`config.mk`:
```
export PLATFORM = sky130hd
export DESIGN_NAME = saturn_fetch
export DESIGN_NICKNAME = d
export VERILOG_FILES = /design/src/rtl/saturn_fetch.sv
export SDC_FILE = /design/constraint.sdc
export NUM_CORES = 1
export LEC_CHECK = 0
export CAP_MARGIN = 15
export CORE_MARGIN = 2
export CORE_UTILIZATION = 51
export CTS_CLUSTER_DIAMETER = 60
export DETAILED_ROUTE_END_ITERATION = 16
export MAX_ROUTING_LAYER = met4
export PLACE_DENSITY = 0.81
export SLEW_MARGIN = 10
export SYNTH_ARGS = -nofsm -noshare
export SYNTH_HDL_FRONTEND = slang
export SYNTH_SLANG_ARGS = --single-unit
```
`constraint.sdc`:
```
create_clock -name i_clk -period 3.3 [get_ports i_clk]
set_clock_uncertainty 0.15 [all_clocks]
set_input_delay 0.66 -clock i_clk [delete_from_list [all_inputs] [get_ports i_clk]]
set_output_delay 0.66 -clock i_clk [all_outputs]
set_load 0.02 [all_outputs]
```
`src/rtl/saturn_fetch.sv`:
```
// saturn_fetch: instruction fetch unit for the Saturn core.
// Owns the program counter, prefetches nibbles from the memory bus into a
// small FIFO and presents them one at a time to the instruction decoder.
// Optional build macro SATURN_FETCH_STATS_EN adds stall/flush counters.
//
// Handshakes:
//   Decoder side: o_nib_valid is the "valid", i_inc_pc is the "ready". A
//   nibble is consumed only on a cycle where both are high; i_inc_pc with
//   o_nib_valid low has no effect. o_nibble/o_pc are stable while valid is
//   held and no consume occurs.
//   Bus side: o_bus_req is a level request with o_bus_addr held stable
//   until the cycle where i_bus_ack is high, which completes the read and
//   supplies i_bus_nibble. A PC load may drop o_bus_req without an ack.
module saturn_fetch #(
  parameter int          DEPTH    = 4,
  parameter logic [19:0] RESET_PC = 20'h00000
) (
  input  logic        i_clk,
  input  logic        i_reset_n,
  input  logic        i_halt,
  input  logic        i_inc_pc,
  input  logic        i_load_pc,
  input  logic [19:0] i_new_pc,
  output logic [19:0] o_pc,
  output logic [3:0]  o_nibble,
  output logic        o_nib_valid,
  output logic        o_bus_req,
  output logic [19:0] o_bus_addr,
  input  logic        i_bus_ack,
  input  logic [3:0]  i_bus_nibble
`ifdef SATURN_FETCH_STATS_EN
  ,
  output logic [31:0] o_stall_cnt,
  output logic [15:0] o_flush_cnt
`endif
);

  localparam int AW = $clog2(DEPTH);
  localparam int CW = AW + 1;
  localparam logic [CW-1:0] DEPTH_C = CW'(DEPTH);

  // pc is the address of the FIFO head, fa the next fetch address;
  // fa always equals pc + count (mod 2^20).
  logic [19:0]   pc;
  logic [19:0]   fa;
  logic [CW-1:0] count;
  logic [CW-1:0] count_next;
  logic [AW-1:0] rd_ptr;
  logic [AW-1:0] wr_ptr;
  logic [3:0]    mem [DEPTH];
  logic          bus_req;
  logic          push;
  logic          pop;
  logic          req_next;

  // Per-cycle push/pop decisions and next request level.
  always_comb begin
    push       = bus_req && i_bus_ack;
    pop        = o_nib_valid && i_inc_pc;
    count_next = count + CW'(push) - CW'(pop);
    req_next   = 1'b0;
    if (i_load_pc) begin
      req_next = 1'b0;
    end else if (bus_req && !i_bus_ack) begin
      // An outstanding read is held (even under halt) until acked.
      req_next = 1'b1;
    end else begin
      req_next = !i_halt && (count_next < DEPTH_C);
    end
  end

  // FIFO storage; contents are only meaningful below count, so no reset.
  always_ff @(posedge i_clk) begin
    if (push && !i_load_pc) begin
      mem[wr_ptr] <= i_bus_nibble;
    end
  end

  // PC, fetch address, FIFO pointers and bus request; a load wins over
  // any simultaneous ack or consume and discards the acked nibble.
  always_ff @(posedge i_clk or negedge i_reset_n) begin
    if (!i_reset_n) begin
      pc      <= RESET_PC;
      fa      <= RESET_PC;
      count   <= '0;
      rd_ptr  <= '0;
      wr_ptr  <= '0;
      bus_req <= 1'b0;
    end else if (i_load_pc) begin
      pc      <= i_new_pc;
      fa      <= i_new_pc;
      count   <= '0;
      rd_ptr  <= '0;
      wr_ptr  <= '0;
      bus_req <= 1'b0;
    end else begin
      if (push) begin
        wr_ptr <= wr_ptr + AW'(1);
        fa     <= fa + 20'd1;
      end
      if (pop) begin
        rd_ptr <= rd_ptr + AW'(1);
        pc     <= pc + 20'd1;
      end
      count   <= count_next;
      bus_req <= req_next;
    end
  end

  assign o_nib_valid = (count != '0) && !i_halt;
  assign o_nibble    = (count != '0) ? mem[rd_ptr] : 4'h0;
  assign o_pc        = pc;
  assign o_bus_req   = bus_req;
  assign o_bus_addr  = fa;

`ifdef SATURN_FETCH_STATS_EN
  logic [31:0] stall_cnt;
  logic [15:0] flush_cnt;

  // Saturating counters of empty-FIFO stall cycles and PC-load flushes.
  always_ff @(posedge i_clk or negedge i_reset_n) begin
    if (!i_reset_n) begin
      stall_cnt <= '0;
      flush_cnt <= '0;
    end else begin
      if (!i_halt && (count == '0) && (stall_cnt != '1)) begin
        stall_cnt <= stall_cnt + 32'd1;
      end
      if (i_load_pc && (flush_cnt != '1)) begin
        flush_cnt <= flush_cnt + 16'd1;
      end
    end
  end

  assign o_stall_cnt = stall_cnt;
  assign o_flush_cnt = flush_cnt;
`endif

endmodule

```
==> results of run 1 <==
==> cells in the mapped netlist (all sizes together) <==
| cell | number | area, um2 |
|---|---|---|
| nor3 | 14 | 80.1 |
| mux2i | 3 | 30.0 |
| and4 | 10 | 87.6 |
| nand2b | 2 | 12.5 |
| a21oi | 8 | 40.0 |
| clkbuf | 6 | 22.5 |
| nor4 | 6 | 37.5 |
| xnor2 | 15 | 131 |
| a41oi | 1 | 8.76 |
| a311oi | 4 | 35.0 |
| o21ai | 5 | 25.0 |
| or4 | 3 | 22.5 |
| o22ai | 1 | 6.26 |
| nor2 | 20 | 75.1 |
| a211o | 1 | 8.76 |
| and3 | 8 | 50.1 |
| nor3b | 6 | 50.1 |
| a31o | 1 | 8.76 |
| inv | 9 | 33.8 |
| nor2b | 9 | 56.3 |
| mux2 | 13 | 146 |
| mux4 | 4 | 90.1 |
| dfrtp | 48 | 1200 |
| fa | 1 | 20.0 |
| edfxtp | 16 | 480 |
| nor4bb | 1 | 10.0 |
| o31a | 1 | 8.76 |
| and2 | 4 | 25.0 |
| o31ai | 3 | 22.5 |
| o221a | 1 | 11.3 |
| a31oi | 8 | 50.1 |
| xor2 | 7 | 61.3 |
| o21a | 3 | 22.5 |
| buf | 6 | 25.0 |
| a211oi | 3 | 22.5 |
| or3 | 5 | 36.3 |
| nand2 | 15 | 56.3 |
| nand4 | 10 | 62.6 |
| nand4b | 1 | 23.8 |
| a311o | 2 | 20.0 |
| nor4b | 3 | 26.3 |
| a221oi | 2 | 17.5 |
| nand3 | 14 | 70.1 |
| ha | 8 | 100 |
==> cell families (layout without fill, tap and decap cells) <==
logic type	count (synthesis)	in the layout	synth area share, %
simple gates	131	131	22.8
flops	64	64	49.0
compound gates	44	44	8.97
xor+xnor	22	22	5.61
buf+inv	21	109	2.37
mux	20	20	7.77
fa+ha+maj	9	9	3.50
==> layout by cell type (no fill, tap or decap), drive strengths merged, types with 3 or more instances in the layout <==
| master | synthesis | final |
|---|---|---|
| a211oi | 3 | 3 |
| a21oi | 8 | 8 |
| a311oi | 4 | 4 |
| a31oi | 8 | 8 |
| and2 | 4 | 4 |
| and3 | 8 | 8 |
| and4 | 10 | 10 |
| buf | 6 | 10 |
| clkbuf | 6 | 9 |
| clkdlybuf4s50 | 0 | 74 |
| clkinv | 0 | 4 |
| dfrtp | 48 | 48 |
| edfxtp | 16 | 16 |
| ha | 8 | 8 |
| inv | 9 | 9 |
| mux2 | 13 | 13 |
| mux2i | 3 | 3 |
| mux4 | 4 | 4 |
| nand2 | 15 | 15 |
| nand3 | 14 | 14 |
| nand4 | 10 | 10 |
| nor2 | 20 | 20 |
| nor2b | 9 | 9 |
| nor3 | 14 | 14 |
| nor3b | 6 | 6 |
| nor4 | 6 | 6 |
| nor4b | 3 | 3 |
| o21a | 3 | 3 |
| o21ai | 5 | 5 |
| o31ai | 3 | 3 |
| or3 | 5 | 5 |
| or4 | 3 | 3 |
| xnor2 | 15 | 15 |
| xor2 | 7 | 7 |
==> power by group <==
group	switching (uW)	total, uW	internal, uW
Clock	326	674	348
Combinational	399	779	380
Sequential	128	1020	896
==> per-layer routing <==
metal / GRT usage (%) / part of all wire, % / wire [um]
met1: 35.5 / 45 / 3990
met2: 38.9 / 48 / 4280
met3: 3.37 / 4.8 / 430
met4: 10.4 / 2.3 / 202
met5: - / 0 / 0
==> worst max path at each step <==
stage              start     endpoint  slack, ns
6_report       rd_ptr[0]  o_nibble[0]       0.30
2_1_floorplan     i_halt    o_bus_req       0.60
4_1_cts        rd_ptr[0]  o_nibble[0]       0.28
3_3_place_gp    i_inc_pc    o_bus_req       0.17
5_1_grt        rd_ptr[0]  o_nibble[0]       0.24
3_5_place_dp    i_inc_pc    o_bus_req        0.1
==> state kept, by name, indices dropped and copies added (netlist names) <==
register    cells
o_bus_addr     20
o_pc           20
mem            16
count           3
rd_ptr          2
wr_ptr          2
o_bus_req       1
==> cell type report <==
class	instances	area, um2
Fill cell	485	1930
Timing Repair Buffer	84	813
Sequential cell	64	1680
Inverter	9	33.8
Clock inverter	7	72.6
Multi-Input combinational cell	226	1670
Tap cell	77	96.3
Clock buffer	9	124
==> through the flow <==
| stage | hold WS, ns | util, % | cell area [um2] |
|---|---|---|---|
| 6_report | 0.0432 | 69.9 | 4490 |
| 5_1_grt | 0.0608 | 69.9 | 4490 |
| 4_1_cts | 0.0485 | 69.9 | 4490 |
| 3_5_place_dp | 0.422 | 66.9 | 4290 |
| 3_3_place_gp | 0.409 | 66.9 | 4290 |
| 2_1_floorplan | 0.214 | - | 3430 |
==> worst max-delay path: stages, from the launching register on <==
cell and delay [ns]:
dfrtp_1 0.59, mux4_2 0.57, nor2b_1 0.14, clkdlybuf4s50_1 0.54
==> out/results.ini, run 1 <==
[run_status]
status=finished clean

[sta]
tightest_slew_ns=0.715
setup_viol=0
hold_violations=0
slew_headroom_pct=52.2
worst_slack_ns=0.296
min_period_ns=3.00
rsz0062_at_grt=no
fin_tns_setup_ns=0
fmax_mhz=333
finalMaxSlewViolations=0
period_share_pct=91.0

[routing]
vias=2927
first_pass_iters=4
wl_per_cell_um=18.7
drt_iter0_drc=394
ant_nets=0
vias_per_cell=6.15
wirelength_um=8900
drc=0

[synth]
ys_seq_area_share_pct=49.0
syn_avg_cell_area_um2=11.0
ys_warn_count=0
synth.distinct_cells=48
netlist_instances=311
synth_fp_nets=350
synth-seq-cells=64
netlist_area_mm2=0.00343

[global_route]
antenna_found_initial=0
grt_max_degree=48
grt_overflow=0
grt_pass1_wl_um=14200
grt_pass1_vias=2807
track_usage_pct=25.8

[critical_path]
path_max_fanout=6
critical_path_class=flip-flop to output port
crit_arrival_ns=2.19
cp-start-kind=flip-flop
reg2reg_to=o_bus_req
worst_r2r_path_depth=11
reg2reg_slack_ns=0.81
required_ns=2.49
critPathCaptureType=output port
reg2reg_from=count[1]

[job]
maxCapViolations=0

[clock_tree]
cts_setup_buffers=0
numCtsBuffers=9
clockRootBuffer=clkbuf_8
cts_tree=yes
worstSkewPairLatency_ns=0.35
holdBufCountCts=0
cts.path.max_buffers=2
cts.clk_slew.worst_paths_ns=0.07
htree_levels=3
clock_sinks=64
cts.repair.resized=0

[floorplanning]
die_h_um=86.0
std_cell_rows=29
die_area_mm2=0.00740
die_width_um=86.0
io_pins=76
core_region_area_mm2=0.00642
start_util_pct=53.4

[place]
dp_hpwl_um=6460
dp_cells=460
gp_congestion=0.982
pre_cts_ws_ns=0.0977
io_buffers=75

[power]
p_leak_uw=0.00168
peakVddDrop_v=0.000427
power_density_mw_per_mm2=551
p_total_uw=2480

[layout]
antennaDiodeCount=0
drive_above_1_share_pct=12.5
fin_cells=476
final_nets=433
syn2layout_area_growth_pct=30.8

[min_path]
min_path_type=input pin to asynchronous set/reset pin

Power figures use the tool's default switching activity.
==> inputs of run 2 (changes only) <==
--- a/config.mk
+++ b/config.mk
@@ -6,6 +6,7 @@
 export NUM_CORES = 1
 export LEC_CHECK = 0
 export CAP_MARGIN = 15
+export CORE_ASPECT_RATIO = 0.7
 export CORE_MARGIN = 2
 export CORE_UTILIZATION = 51
 export CTS_CLUSTER_DIAMETER = 60
==> run 2 against run 1 <==
Global-route usage up 1.1 points; first-iteration DRC count down 51%; non-clock buffer count up 2; via count decreased by 1.3%; hold slack better by 0.0039 ns; critical path depth is the same; routed wire length rose by 2.1%; setup slack improved by 0.017 ns; combinational power rose by 2%; sequential share of layout area shrank 0.62 points; clock power is 14% higher; sequential cell count did not move.
==> out/results.ini, run 2 (same netlist as run 1, synthesis figures left out) <==
[critical_path]
cp-start-kind=flip-flop  ; unchanged
critical_path_class=flip-flop to output port  ; unchanged
critPathBufInv=1  ; unchanged
required_ns=2.49  ; about the same
crit_start=rd_ptr[0]  ; unchanged
crit_arrival_ns=2.18  ; was 2.19 ns
reg2reg_from=count[1]  ; unchanged
path_delay_family=flip-flops  ; unchanged
slowest_stage=dfrtp_1  ; unchanged
crit_chain=mux4_2 > nor2b_1 > clkdlybuf4s50_1  ; unchanged
critPathCaptureType=output port  ; unchanged
path_max_fanout=6  ; unchanged
critical-path-max-stage-delay_ns=0.58  ; was 0.59 ns

[routing]
ant_nets=0  ; unchanged
drc=0  ; unchanged
drt_iter0_drc=192  ; was 394
vias_per_cell=5.87  ; was 6.15
first_pass_iters=5  ; was 4
vias=2890  ; was 2927
wl_per_cell_um=18.5  ; was 18.7 um
wirelength_um=9090  ; was 8900 um

[power]
p_leak_uw=0.00171  ; was 0.00168 uW
pwr-share-comb_pct=30.7  ; was 31.4%
peakVddDrop_v=0.000343  ; was 0.000427 V
internal_power_uw=1710  ; was 1620 uW
power_density_mw_per_mm2=564  ; was 551 mW/mm2
p_sw_share_pct=33.6  ; was 34.4%
power_frac_clock_pct=29.7  ; was 27.2%
power_frac_seq_pct=39.6  ; was 41.3%
power.switching_uw=865  ; was 853 uW

[place]
io_buffers=75  ; unchanged
pre_cts_ws_ns=0.230  ; was 0.0977 ns
dp_hpwl_um=6550  ; was 6460 um
gp_congestion=0.861  ; was 0.982

[floorplanning]
io_pins=76  ; unchanged
std_cell_rows=24  ; was 29
die_area_mm2=0.00741  ; was 0.00740 mm2
die_width_um=102  ; was 86.0 um
die_h_um=72.6  ; was 86.0 um
core_region_area_mm2=0.00637  ; was 0.00642 mm2
start_util_pct=53.9  ; was 53.4%

[clock_tree]
cts.repair.resized=0  ; unchanged
clockRootBuffer=clkbuf_8  ; unchanged
clock_sinks=64  ; unchanged
cts.path.max_buffers=2  ; unchanged
htree_levels=3  ; unchanged
cts.clk_slew.worst_paths_ns=0.08  ; was 0.07 ns
holdBufCountCts=0  ; unchanged
worstSkewPairLatency_ns=0.36  ; was 0.35 ns
cts_tree=yes  ; unchanged
numCtsBuffers=9  ; unchanged
cts_setup_buffers=0  ; unchanged

[layout]
antennaDiodeCount=0  ; unchanged
drive_above_1_share_pct=13.0  ; was 12.5%
syn2layout_area_growth_pct=33.0  ; was 30.8%
post-route-util_pct=71.7  ; was 69.9%
final_nets=435  ; was 433
final_cell_mix=clkdlybuf4s50_1, dfrtp_1, nor2_1  ; unchanged
n_fill_cell=473  ; was 485
multi_input_area_mm2=0.00167  ; unchanged
register_area_mm2=0.00168  ; unchanged
layout_commonest_cell=clkdlybuf4s50_1  ; unchanged

[sta]
period_share_pct=90.5  ; was 91.0%
tightest_slew_ns=0.729  ; was 0.715 ns
finalMaxSlewViolations=0  ; unchanged
rsz0062_at_grt=no  ; unchanged
fmax_mhz=335  ; was 333 MHz
min_period_ns=2.99  ; was 3.00 ns
slew_headroom_pct=51.3  ; was 52.2%
setup_viol=0  ; unchanged
worst_slack_ns=0.312  ; was 0.296 ns
fin_tns_setup_ns=0  ; unchanged
hold_violations=0  ; unchanged

[global_route]
antenna_found_initial=0  ; unchanged
grt_pass1_vias=2715  ; was 2807
track_usage_pct=26.9  ; was 25.8%
grt_max_degree=49  ; was 48
grt_pass1_wl_um=14300  ; was 14200 um
grt_overflow=0  ; unchanged

[min_path]
min_path_type=input pin to asynchronous set/reset pin  ; unchanged

[job]
maxCapViolations=0  ; unchanged

[run_status]
status=finished clean  ; unchanged

-- run 2: cell types whose count changed in the layout (fill, tap and decap cells not counted) --
cell,previous run,this run
clkinv_2,2,0
inv_6,0,2
buf_12,0,1
buf_4,9,10
bufinv_16,1,2
clkinvlp_4,2,1
-- run 2: area by class of cell --
cell class | instances | area share, %
sequential | 64 | 36.8
timing repair buffer | 86 | 18.4
multi-input combinational | 226 | 36.6
tap | 91 | 2.49
clock buffer | 9 | 2.71
clock inverter | 7 | 2.25
inverter | 9 | 0.740
-- run 2: power groups by stage --
stage               registers [uW]  logic [uW]  clock network [uW]
floorplan                     1070         376                   0
global placement              1030         764                   0
detailed placement            1030         781                   0
CTS                           1020         788                 769
global route                  1040         856                 809
finish                        1020         791                 766
-- run 2: stage by stage --
step           total power, uW  instances  hold slack [ns]  cell area, um2
2_1_floorplan             1450        311            0.214            3430
3_3_place_gp              1790        475            0.411            4320
3_5_place_dp              1810        475            0.429            4320
4_1_cts                   2580        491            0.387            4550
5_1_grt                   2700        492           0.0560            4570
6_report                  2580        492           0.0471            4570
-- run 2: layer usage --
metal,GRT usage (%),wire length (um),vias up
met3,7.09,671,14
met1,37.7,4020,1412
met5,-,0,-
li1,-,-,1357
met2,39.6,4290,107
met4,6.22,112,0
-- run 2: final timing paths --
check                           slack, ns             end  cells after the start
min in group i_clk                   0.44       wr_ptr[1]                      2
worst min register to register       0.44       wr_ptr[1]                      2
worst max-delay path                 0.31     o_nibble[0]                      3
worst min-delay path                 0.05  o_bus_addr[15]                      1
worst max register to register       0.76       o_bus_req                     11
max in group asynchronous            2.43         o_pc[6]                      2
==> inputs of run 3 (changes only) <==
--- a/config.mk
+++ b/config.mk
@@ -7,7 +7,7 @@
 export LEC_CHECK = 0
 export CAP_MARGIN = 15
 export CORE_ASPECT_RATIO = 0.7
-export CORE_MARGIN = 2
+export CORE_MARGIN = 3
 export CORE_UTILIZATION = 51
 export CTS_CLUSTER_DIAMETER = 60
 export DETAILED_ROUTE_END_ITERATION = 16
==> run 3 against run 2 <==
Total power is 0.96% lower; sequential power hardly changed; utilization is 0.22 points lower; via count is 0.59% higher; largest power group unchanged; highest routed layer unchanged.
==> out/results.ini, run 3 (same netlist as run 1, synthesis figures left out) <==
[critical_path]
critPathCaptureType=output port  ; unchanged
reg2reg_slack_ns=0.78  ; was 0.76 ns
worstSetupEndpoint=o_nibble[3]  ; was o_nibble[0]
crit_start=rd_ptr[0]  ; unchanged
critical_path_class=flip-flop to output port  ; unchanged
crit_arrival_ns=2.14  ; was 2.18 ns
worst_r2r_path_depth=11  ; unchanged
reg2reg_to=o_bus_req  ; unchanged
path_max_fanout=6  ; unchanged
required_ns=2.49  ; about the same
cp-start-kind=flip-flop  ; unchanged
reg2reg_from=count[1]  ; unchanged

[sta]
finalMaxSlewViolations=0  ; unchanged
period_share_pct=89.3  ; was 90.5%
fin_tns_setup_ns=0  ; unchanged
fmax_mhz=339  ; was 335 MHz
setup_viol=0  ; unchanged
hold_violations=0  ; unchanged
tightest_slew_ns=0.751  ; was 0.729 ns
slew_headroom_pct=49.8  ; was 51.3%
rsz0062_at_grt=no  ; unchanged
min_period_ns=2.95  ; was 2.99 ns

[clock_tree]
cts_tree=yes  ; unchanged
htree_levels=3  ; unchanged
cts.repair.resized=0  ; unchanged
cts.clk_slew.worst_paths_ns=0.08  ; about the same
clock_sinks=64  ; unchanged
cts_setup_buffers=0  ; unchanged
holdBufCountCts=0  ; unchanged
numCtsBuffers=9  ; unchanged
worstSkewPairLatency_ns=0.34  ; was 0.36 ns
cts.path.max_buffers=2  ; unchanged
clockRootBuffer=clkbuf_8  ; unchanged

[routing]
drt_iter0_drc=231  ; was 192
wl_per_cell_um=18.5  ; about the same
vias_per_cell=5.92  ; was 5.87
ant_nets=0  ; unchanged
wirelength_um=9060  ; was 9090 um
drc=0  ; unchanged
vias=2907  ; was 2890
first_pass_iters=4  ; was 5

[layout]
final_cell_mix=clkdlybuf4s50_1, dfrtp_1, nor2_1  ; unchanged
syn2layout_area_growth_pct=32.6  ; was 33.0%
layout_commonest_cell=clkdlybuf4s50_1  ; unchanged
antennaDiodeCount=0  ; unchanged
fin_area_mm2=0.00455  ; was 0.00457 mm2
final_nets=434  ; was 435
fin_cells=491  ; was 492
drive_above_1_share_pct=12.8  ; was 13.0%
post-route-util_pct=71.5  ; was 71.7%

[place]
dp_hpwl_um=6630  ; was 6550 um
dp_cells=474  ; was 475
io_buffers=75  ; unchanged
gp_congestion=0.888  ; was 0.861
placed_cell_area_mm2=0.00431  ; was 0.00432 mm2

[run_status]
status=finished clean  ; unchanged

[global_route]
antenna_found_initial=0  ; unchanged
grt_overflow=0  ; unchanged
grt_pass1_wl_um=14200  ; was 14300 um
grt_max_degree=49  ; unchanged
track_usage_pct=24.7  ; was 26.9%
grt_pass1_vias=2762  ; was 2715

[min_path]
min_path_type=input pin to asynchronous set/reset pin  ; unchanged

[floorplanning]
std_cell_rows=24  ; unchanged
die_h_um=74.6  ; was 72.6 um
io_pins=76  ; unchanged
die_area_mm2=0.00777  ; was 0.00741 mm2
die_width_um=104  ; was 102 um
core_region_area_mm2=0.00637  ; unchanged
start_util_pct=53.9  ; unchanged

[job]
maxCapViolations=0  ; unchanged

[power]
power_density_mw_per_mm2=561  ; was 564 mW/mm2
p_leak_uw=0.00170  ; was 0.00171 uW
peakVddDrop_v=0.000316  ; was 0.000343 V

[run 3: worst min path at each step]
stage          startpoint        endpoint  slack (ns)  depth (start not counted)
5_1_grt         i_reset_n  o_bus_addr[15]        0.02                          1
2_1_floorplan   i_reset_n        count[0]        0.21                          0
3_3_place_gp    wr_ptr[1]       wr_ptr[1]        0.41                          2
4_1_cts         i_reset_n  o_bus_addr[16]        0.38                          1
6_report        i_reset_n  o_bus_addr[16]        0.01                          1
3_5_place_dp    wr_ptr[1]       wr_ptr[1]        0.42                          2
[run 3: layout make-up]
class | count | area, um2
multi-input combinational | 226 | 1670
tap | 91 | 114
sequential | 64 | 1680
clock inverter | 7 | 96.3
inverter | 9 | 33.8
timing repair buffer | 85 | 833
fill | 477 | 1810
clock buffer | 9 | 124
[run 3: metrics by stage]
stage	hold WS (ns)	total power [uW]	worst slack (ns)
after global routing	0.0170	2670	0.255
final	0.0143	2550	0.353
after CTS	0.376	2550	0.318
after detailed placement	0.423	1810	0.116
after floorplan	0.214	1450	0.597
after global placement	0.409	1790	0.187
[run 3: layer usage]
metal  track usage [%]  vias up  wire, um
li1                  -     1353         -
met1              34.1     1431      4080
met2              37.7      111      4190
met3              6.00       12       701
met4              5.31        0        91
met5                 -        -         0
[run 3: power by group]
| group | internal, uW | switching (uW) |
|---|---|---|
| registers | 896 | 125 |
| logic | 381 | 403 |
| clock network | 425 | 323 |
| total | 1700 | 851 |
[run 3: worst max-delay path, stage by stage (launching register included)]
cell and delay [ns]:
dfrtp_1 0.56, mux4_2 0.55, nor2b_1 0.15, clkdlybuf4s50_1 0.54
